File: src/rtl/mestpro_job_sequencer.sv
// Job sequencer for the MestPro accumulator processor: turns one {OP,A,B}
// request into an instruction stream and returns ACC over a response port.
//
// Ports:
//   CLK, RESET (async, active-low)      clock and reset shared with the processor
//   REQ_VALID/REQ_READY/REQ_OP/A/B       job request handshake and fields
//   RSP_VALID/RSP_READY/RSP_DATA/ERR     result handshake, data and illegal-op flag
//   BUSY                                 high whenever not idle
//   INSTRUCTION, IN_DATA                 instruction and data to the processor
//   OUT_DATA                             processor output port
module mestpro_job_sequencer #(
    parameter int OUT_LAT = 1
) (
    input  logic       CLK,
    input  logic       RESET,
    input  logic       REQ_VALID,
    output logic       REQ_READY,
    input  logic [2:0] REQ_OP,
    input  logic [7:0] REQ_A,
    input  logic [7:0] REQ_B,
    output logic       RSP_VALID,
    input  logic       RSP_READY,
    output logic [7:0] RSP_DATA,
    output logic       RSP_ERR,
    output logic       BUSY,
    output logic [7:0] INSTRUCTION,
    output logic [7:0] IN_DATA,
    input  logic [7:0] OUT_DATA
);

    localparam int CW = (OUT_LAT > 1) ? $clog2(OUT_LAT) : 1;

    localparam logic [7:0] I_NOP = 8'd0;
    localparam logic [7:0] I_LDA = 8'd1;
    localparam logic [7:0] I_ADD = 8'd2;
    localparam logic [7:0] I_XOR = 8'd6;
    localparam logic [7:0] I_OUT = 8'd7;

    typedef enum logic [3:0] {
        S_IDLE,
        S_CLR_LD,
        S_CLR_X,
        S_LD_A,
        S_ADD_A,
        S_LD_B,
        S_EXEC,
        S_OUT,
        S_WAIT,
        S_REJ,
        S_DONE
    } state_t;

    state_t          state, state_d;
    logic [2:0]      op_q, op_d;
    logic [7:0]      a_q, a_d;
    logic [7:0]      b_q, b_d;
    logic [7:0]      sh_q, sh_d;
    logic [CW-1:0]   cnt_q, cnt_d;
    logic            rsp_valid_d;
    logic [7:0]      rsp_data_d;
    logic            rsp_err_d;
    logic            busy_d;
    logic [7:0]      instr_d;
    logic [7:0]      in_data_d;
    logic            op_legal;

    assign REQ_READY = (state == S_IDLE);

    always_comb begin
        op_legal = 1'b0;
        unique case (REQ_OP)
            3'd2, 3'd3, 3'd4, 3'd5, 3'd6: op_legal = 1'b1;
            default:                      op_legal = 1'b0;
        endcase
    end

    // Outputs are registered, so each state computes the values that the
    // processor sees during the following state.
    always_comb begin
        state_d     = state;
        op_d        = op_q;
        a_d         = a_q;
        b_d         = b_q;
        sh_d        = sh_q;
        cnt_d       = cnt_q;
        rsp_valid_d = RSP_VALID;
        rsp_data_d  = RSP_DATA;
        rsp_err_d   = RSP_ERR;
        instr_d     = I_NOP;
        in_data_d   = IN_DATA;

        unique case (state)
            S_IDLE: begin
                if (REQ_VALID) begin
                    op_d = REQ_OP;
                    a_d  = REQ_A;
                    b_d  = REQ_B;
                    if (op_legal) begin
                        state_d   = S_CLR_LD;
                        instr_d   = I_LDA;
                        in_data_d = sh_q;
                    end else begin
                        state_d = S_REJ;
                    end
                end
            end
            // Operand reg holds SH == ACC, so the XOR leaves ACC at zero.
            S_CLR_LD: begin
                state_d = S_CLR_X;
                instr_d = I_XOR;
            end
            S_CLR_X: begin
                state_d   = S_LD_A;
                instr_d   = I_LDA;
                in_data_d = a_q;
            end
            S_LD_A: begin
                state_d = S_ADD_A;
                instr_d = I_ADD;
            end
            S_ADD_A: begin
                state_d   = S_LD_B;
                instr_d   = I_LDA;
                in_data_d = b_q;
            end
            S_LD_B: begin
                state_d = S_EXEC;
                instr_d = {5'd0, op_q};
            end
            S_EXEC: begin
                state_d = S_OUT;
                instr_d = I_OUT;
            end
            S_OUT: begin
                state_d = S_WAIT;
                cnt_d   = CW'(OUT_LAT - 1);
            end
            S_WAIT: begin
                if (cnt_q == '0) begin
                    state_d     = S_DONE;
                    rsp_data_d  = OUT_DATA;
                    sh_d        = OUT_DATA;
                    rsp_valid_d = 1'b1;
                    rsp_err_d   = 1'b0;
                end else begin
                    cnt_d = cnt_q - 1'b1;
                end
            end
            S_REJ: begin
                state_d     = S_DONE;
                rsp_valid_d = 1'b1;
                rsp_err_d   = 1'b1;
                rsp_data_d  = 8'd0;
            end
            S_DONE: begin
                if (RSP_READY) begin
                    state_d     = S_IDLE;
                    rsp_valid_d = 1'b0;
                end
            end
            default: begin
                state_d = S_IDLE;
            end
        endcase

        busy_d = (state_d != S_IDLE);
    end

    always_ff @(posedge CLK or negedge RESET) begin
        if (!RESET) begin
            state       <= S_IDLE;
            op_q        <= 3'd0;
            a_q         <= 8'd0;
            b_q         <= 8'd0;
            sh_q        <= 8'd0;
            cnt_q       <= '0;
            RSP_VALID   <= 1'b0;
            RSP_DATA    <= 8'd0;
            RSP_ERR     <= 1'b0;
            BUSY        <= 1'b0;
            INSTRUCTION <= I_NOP;
            IN_DATA     <= 8'd0;
        end else begin
            state       <= state_d;
            op_q        <= op_d;
            a_q         <= a_d;
            b_q         <= b_d;
            sh_q        <= sh_d;
            cnt_q       <= cnt_d;
            RSP_VALID   <= rsp_valid_d;
            RSP_DATA    <= rsp_data_d;
            RSP_ERR     <= rsp_err_d;
            BUSY        <= busy_d;
            INSTRUCTION <= instr_d;
            IN_DATA     <= in_data_d;
        end
    end

endmodule

File: config.mk
export PLATFORM = sky130hd
export DESIGN_NAME = mestpro_job_sequencer
export DESIGN_NICKNAME = d
export VERILOG_FILES = /design/src/rtl/mestpro_job_sequencer.sv
export SDC_FILE = /design/constraint.sdc
export NUM_CORES = 1
export LEC_CHECK = 0
export CAP_MARGIN = 20
export CORE_MARGIN = 10
export CORE_UTILIZATION = 53
export DETAILED_ROUTE_END_ITERATION = 8
export GPL_TIMING_DRIVEN = 1
export PLACE_DENSITY = 0.94
export SETUP_SLACK_MARGIN = 0.05
export SYNTH_ARGS = -nofsm -noshare
export SYNTH_HDL_FRONTEND = slang
export SYNTH_SLANG_ARGS = --single-unit
File: constraint.sdc
create_clock -name CLK -period 3.55 [get_ports CLK]
set_clock_uncertainty 0.2 [all_clocks]
set_input_delay 1.065 -clock CLK [delete_from_list [all_inputs] [get_ports CLK]]
set_output_delay 1.065 -clock CLK [all_outputs]
set_load 0.01 [all_outputs]
**Word-level counts from Yosys, hierarchy flattened**

Cells that the tools add are included.

- Register bits: 59

- Reductions and logical operators: 13
- Eq/ne operators: 19
- Multiplexer cells: 21
- Bitwise operators: 1
- $add $sub $neg: 1

Operators by type and width:

| operator | number |
|---|---|
| $pmux W4 S11 | 1 |
| $mux W8 | 3 |
| $pmux W8 S3 | 1 |
| $pmux W3 S6 | 1 |
| $eq A4 B3 Y1 const B | 4 |
| $mux W4 | 4 |
| $pmux W8 S2 | 1 |
| $eq A4 B4 Y1 const B | 3 |
| $eq A3 B3 Y1 const B | 3 |
| $eq A4 B2 Y1 const B | 2 |
| $mux W1 | 7 |
| $eq A3 B2 Y1 const B | 2 |
| $ne A2 B2 Y1 const B | 3 |
| $reduce_and A2 Y1 | 3 |
| $reduce_and A3 Y1 | 2 |
| $reduce_bool A3 Y1 | 2 |
| $reduce_or A5 Y1 | 1 |
| $eq A4 B1 Y1 const B | 1 |
| $logic_not A4 Y1 | 1 |
| $pmux W1 S2 | 2 |
| $reduce_bool A2 Y1 | 2 |
| $reduce_bool A4 Y1 | 1 |
| $pmux W1 S3 | 1 |
| $ne A2 B1 Y1 const B | 1 |
| 3 further kinds | 3 |

**Logic depth before layout (Yosys ltp)**

- Depth after elaboration: 7
- Gate-level depth with buffers: 5
- Gate-level depth less buffers: 4

**Worst setup path before layout**

OpenSTA, ideal clock, no wires.

- Path type: input to register
- Start: in REQ_OP[2]
- End: reg IN_DATA[1]
- Path slack: 1.252 ns
- Cell stages on the path: 5
- Data required time: 3.229 ns
- Data arrival time: 1.976 ns
- Cell sequence: and3_1 > or3b_1 > buf_6 > o21ai_1 > a2bb2oi_2

- Word-level cells in the longest chain between the ends: 5
- Elaborated cells between the ends (all ways): 9

RTL lines:

| what | RTL line | source |
|---|---|---|
| start, declared | 18 | `input logic [2:0] REQ_OP,` |
| $eq A3 B2 Y1 or $eq A3 B3 Y1 (tied branches) | 71 | `unique case (REQ_OP)` |
| $reduce_or A5 Y1 * | 71 |  |
| $mux W1 * | 71 |  |
| $ne A2 B1 Y1 (no line) * | -- |  |
| $reduce_and A3 Y1 (no line) * | -- |  |
| end signal, assigned | 195 | `IN_DATA <= in_data_d;` |
| end, declared | 27 | `output logic [7:0] IN_DATA,` |

Every way passes the cells marked *; elsewhere a longest branch is shown, timed or not.
A chain may end at the register's enable or synchronous reset.

**Worst setup path after layout**

- Start: reg state[3]
- End: out REQ_READY

- Word-level cells in the longest chain between the ends: 1

RTL lines:

| what | RTL line | source |
|---|---|---|
| start, declared | 53 | `state_t state, state_d;` |
| start signal, assigned | 184 | `state <= state_d;` |
| $logic_not A4 Y1 | 67 | `assign REQ_READY = (state == S_IDLE);` |
| end, declared | 17 | `output logic REQ_READY,` |

No other way between the ends.

==> results.tsv <==
stage	metric	value	unit
worst_hold_path	Hold Crit Class	flop to flop	
floorplan	die width	87.0	um
layout	antenna cell count	0	
cts	clock tree from TritonCTS	yes	
cts	# clock sinks	53	
cts	CTS root buf	clkbuf_8	
floorplan	Core Box Area	4350	um2
logic_synthesis	synthesized area per cell	12.5	um2
placement	Port Buffers	53	
sta	Final Slew Violations	0	
sta	crit path time final	3170	ps
layout	layout cells sized above 1	21.5	%
placement	placed wire-length estimate	4100	um
sta	RSZ-0062 raised after global routing	false	
sta	Max Freq	0.315	GHz
logic_synthesis	cells after synthesis	190	
global_routing	total track usage	14.4	%
drt	Metal-1 WL	2330	um
logic_synthesis	FF+latch count, synth	53	
logic_synthesis	sequential area share after synthesis	55.7	%
sta	Final TNS setup	0	ps
floorplan	Die ar.	7570	um2
drt	met2 WL	2590	um
floorplan	Cell Rows	24	
drt	vias	1658	
cts	cts bufs inserted	5	
power	overall power	0.00286	W
layout	fill count	302	
run_status	run status	finished clean	
logic_synthesis	synth warn	0	
drt	initial drt markers	145	
layout	most frequent cells in the layout	53 x dfrtp_1, 52 x clkdlybuf4s50_1, 26 x mux2_2	
floorplan	Die Ht	87.0	um
cts	Post-CTS Setup Bufs	0	
global_routing	GRT overflow	0	
drt	# DRC	0	
power	combinational fraction of design power	44.3	%
floorplan	Starting Density	54.7	%
sta	worst-margin pin slew	749	ps
flow_run	Max Cap Violations	0	
setup_path	CP startpoint kind	flop	
power	clock group share of total power	16.7	%
global_routing	vias in the first global route	1717	
sta	Slew HR	50.0	%
logic_synthesis	Post-Syn Area	2380	um2
drt	TritonRoute pass-1 iters	4	
setup_path	Worst Path Arrival	1910	ps
global_routing	initial antenna violation count	0	
drt	Wirelength per Cell	18.1	um
power	power per cell area	936	nW/um2
sta	final hold vios	0	
cts	clock transition at the registers of the reported paths	90	ps
power	Int Pwr	0.00190	W
cts	hold buffers post-CTS	0	
global_routing	largest net degree at the start of global routing	29	
power	Pleak	1.30	nW
global_routing	global-route wire length before repair	8650	um
layout	Area growth syn-to-layout	28.4	%
cts	latest clock arrival within the worst-skew pair	310	ps
sta	Setup violations, final	0	
layout	# nets final	272	
power	VDD IR max	0.000502	V
setup_path	Setup CP Type	flop to primary output	
drt	ANT nets after route	0	
drt	top sig layer	met4	
power	Seq pwr share	39.1	%
logic_synthesis	share of Yosys cell area claimed by the top area cell type	55.7	%
logic_synthesis	most area-consuming cells after synthesis	dfrtp_1 56%, mux2_2 12%, a22o_1 5.9%	
power	Switch Pwr	0.000961	W
power	switch share	33.6	%
drt	WL met3	344	um
cts	CTS max path bufs	2	
drt	post-DR vias/cell	5.64	
placement	gp weighted congestion	0.838	
setup_path	reg2reg setup slack	1320	ps
layout	most common cell after layout, fill and taps aside	dfrtp_1	
setup_path	CP required	2280	ps
cts	H-tree Lvls	2	
drt	WL final	5330	um
logic_synthesis	Yosys cell types	35	
floorplan	I/O pin cnt	59	
sta	Tcrit/Tclk final	89.3	%
logic_synthesis	cell taking the most area after synthesis	dfrtp_1	
setup_path	maximum fanout along the worst path	13	
cts	Resized cells post-CTS	0	
setup_path	CP Capture Type	primary output	
[kinds of logic (layout without fill, tap and decap cells)]
family                    Yosys count  after routing  share of synthesized area [%]
DFF                                53             53                           55.7
xor gates and xnor gates            1              1                          0.368
other                               1              5                          0.157
buffers and inverters              20             68                           4.41
AOI/OAI and AO/OA                  52             52                           17.8
muxes                              27             27                           12.8
and+or+nand+nor                    36             36                           8.78
[power by group through the flow]
stage / clock network, W / logic (W) / registers [W]
final: 0.000477 / 0.00127 / 0.00112
after global routing: 0.000502 / 0.00139 / 0.00115
after CTS: 0.000483 / 0.00128 / 0.00112
after detailed placement: 0 / 0.00128 / 0.00113
after global placement: 0 / 0.00122 / 0.00110
after floorplan: 0 / 0.000805 / 0.00112
[per-stage QoR]
stage | hold slack (ps) | cell area [um2] | instances | util, % | setup slack, ps
after floorplan | 259 | 2400 | 194 | - | 1250
after global placement | 261 | 2920 | 286 | 67.1 | 603
after detailed placement | 270 | 2920 | 286 | 67.1 | 532
after CTS | 292 | 3060 | 294 | 70.2 | 388
after global routing | 315 | 3060 | 294 | 70.2 | 296
final | 287 | 3060 | 294 | 70.2 | 380
[critical path: stages, from the launching register on]
cell and delay, ps:
dfrtp_1 550, nor4_4 430, clkdlybuf4s50_1 610
[final timing paths]
check	start	endpoint	cells after the start
setup / recovery	state[3]	REQ_READY	2
hold / removal	RSP_VALID	RSP_VALID	2
setup reg to reg	state[3]	sh_q[5]	3
hold reg to reg	RSP_VALID	RSP_VALID	2
max in group asynchronous	RESET	b_q[5]	2
min in group asynchronous	RESET	sh_q[1]	2
[cells in the mapped netlist]
library cell and count:
buf_4 5, clkbuf_1 8, and2_1 1, nor2b_1 3, xnor2_1 1, nand3b_1 3, a31o_2 1, conb_1 1
or3b_1 1, nand2b_1 2, o21a_1 1, mux2_1 1, o21ai_2 1, a22o_1 16, buf_2 3, a21oi_1 7
o211ai_1 2, a2bb2oi_2 8, o21ai_0 5, o31a_1 1, dfrtp_1 53, inv_1 3, nor4_4 1, mux2_2 26
buf_6 1, o21ai_1 8, a22oi_1 1, nor2_1 7, nand2_2 1, nand2_1 13, nand2_8 1, o21bai_1 1
and3_1 1, and2_0 1, nor3_1 1
[flip-flops by register name, summed over array words and instances, names as in the netlist]
name         cells
state            4
INSTRUCTION      3
op_q             3
BUSY             1
b_q              8
RSP_ERR          1
RSP_DATA         8
IN_DATA          8
RSP_VALID        1
sh_q             8
a_q              8
[metal layers]
| layer | up-vias | GRT usage [%] |
|---|---|---|
| met5 | - | 0 |
| met4 | 0 | 4.86 |
| met3 | 8 | 4.40 |
| met2 | 52 | 23.3 |
| met1 | 826 | 17.7 |
| li1 | 772 | - |
[cell type report]
cell class                      count  area, um2  area share (%)
Clock buffer                        5       68.8            2.25
Multi-Input combinational cell    121        965            31.6
Timing Repair Buffer               57        556            18.2
Inverter                            3       11.3           0.368
Clock inverter                      3       65.1            2.13
Sequential cell                    53       1330            43.4
Tap cell                           52       65.1            2.13
Power figures use the tool's default switching activity.
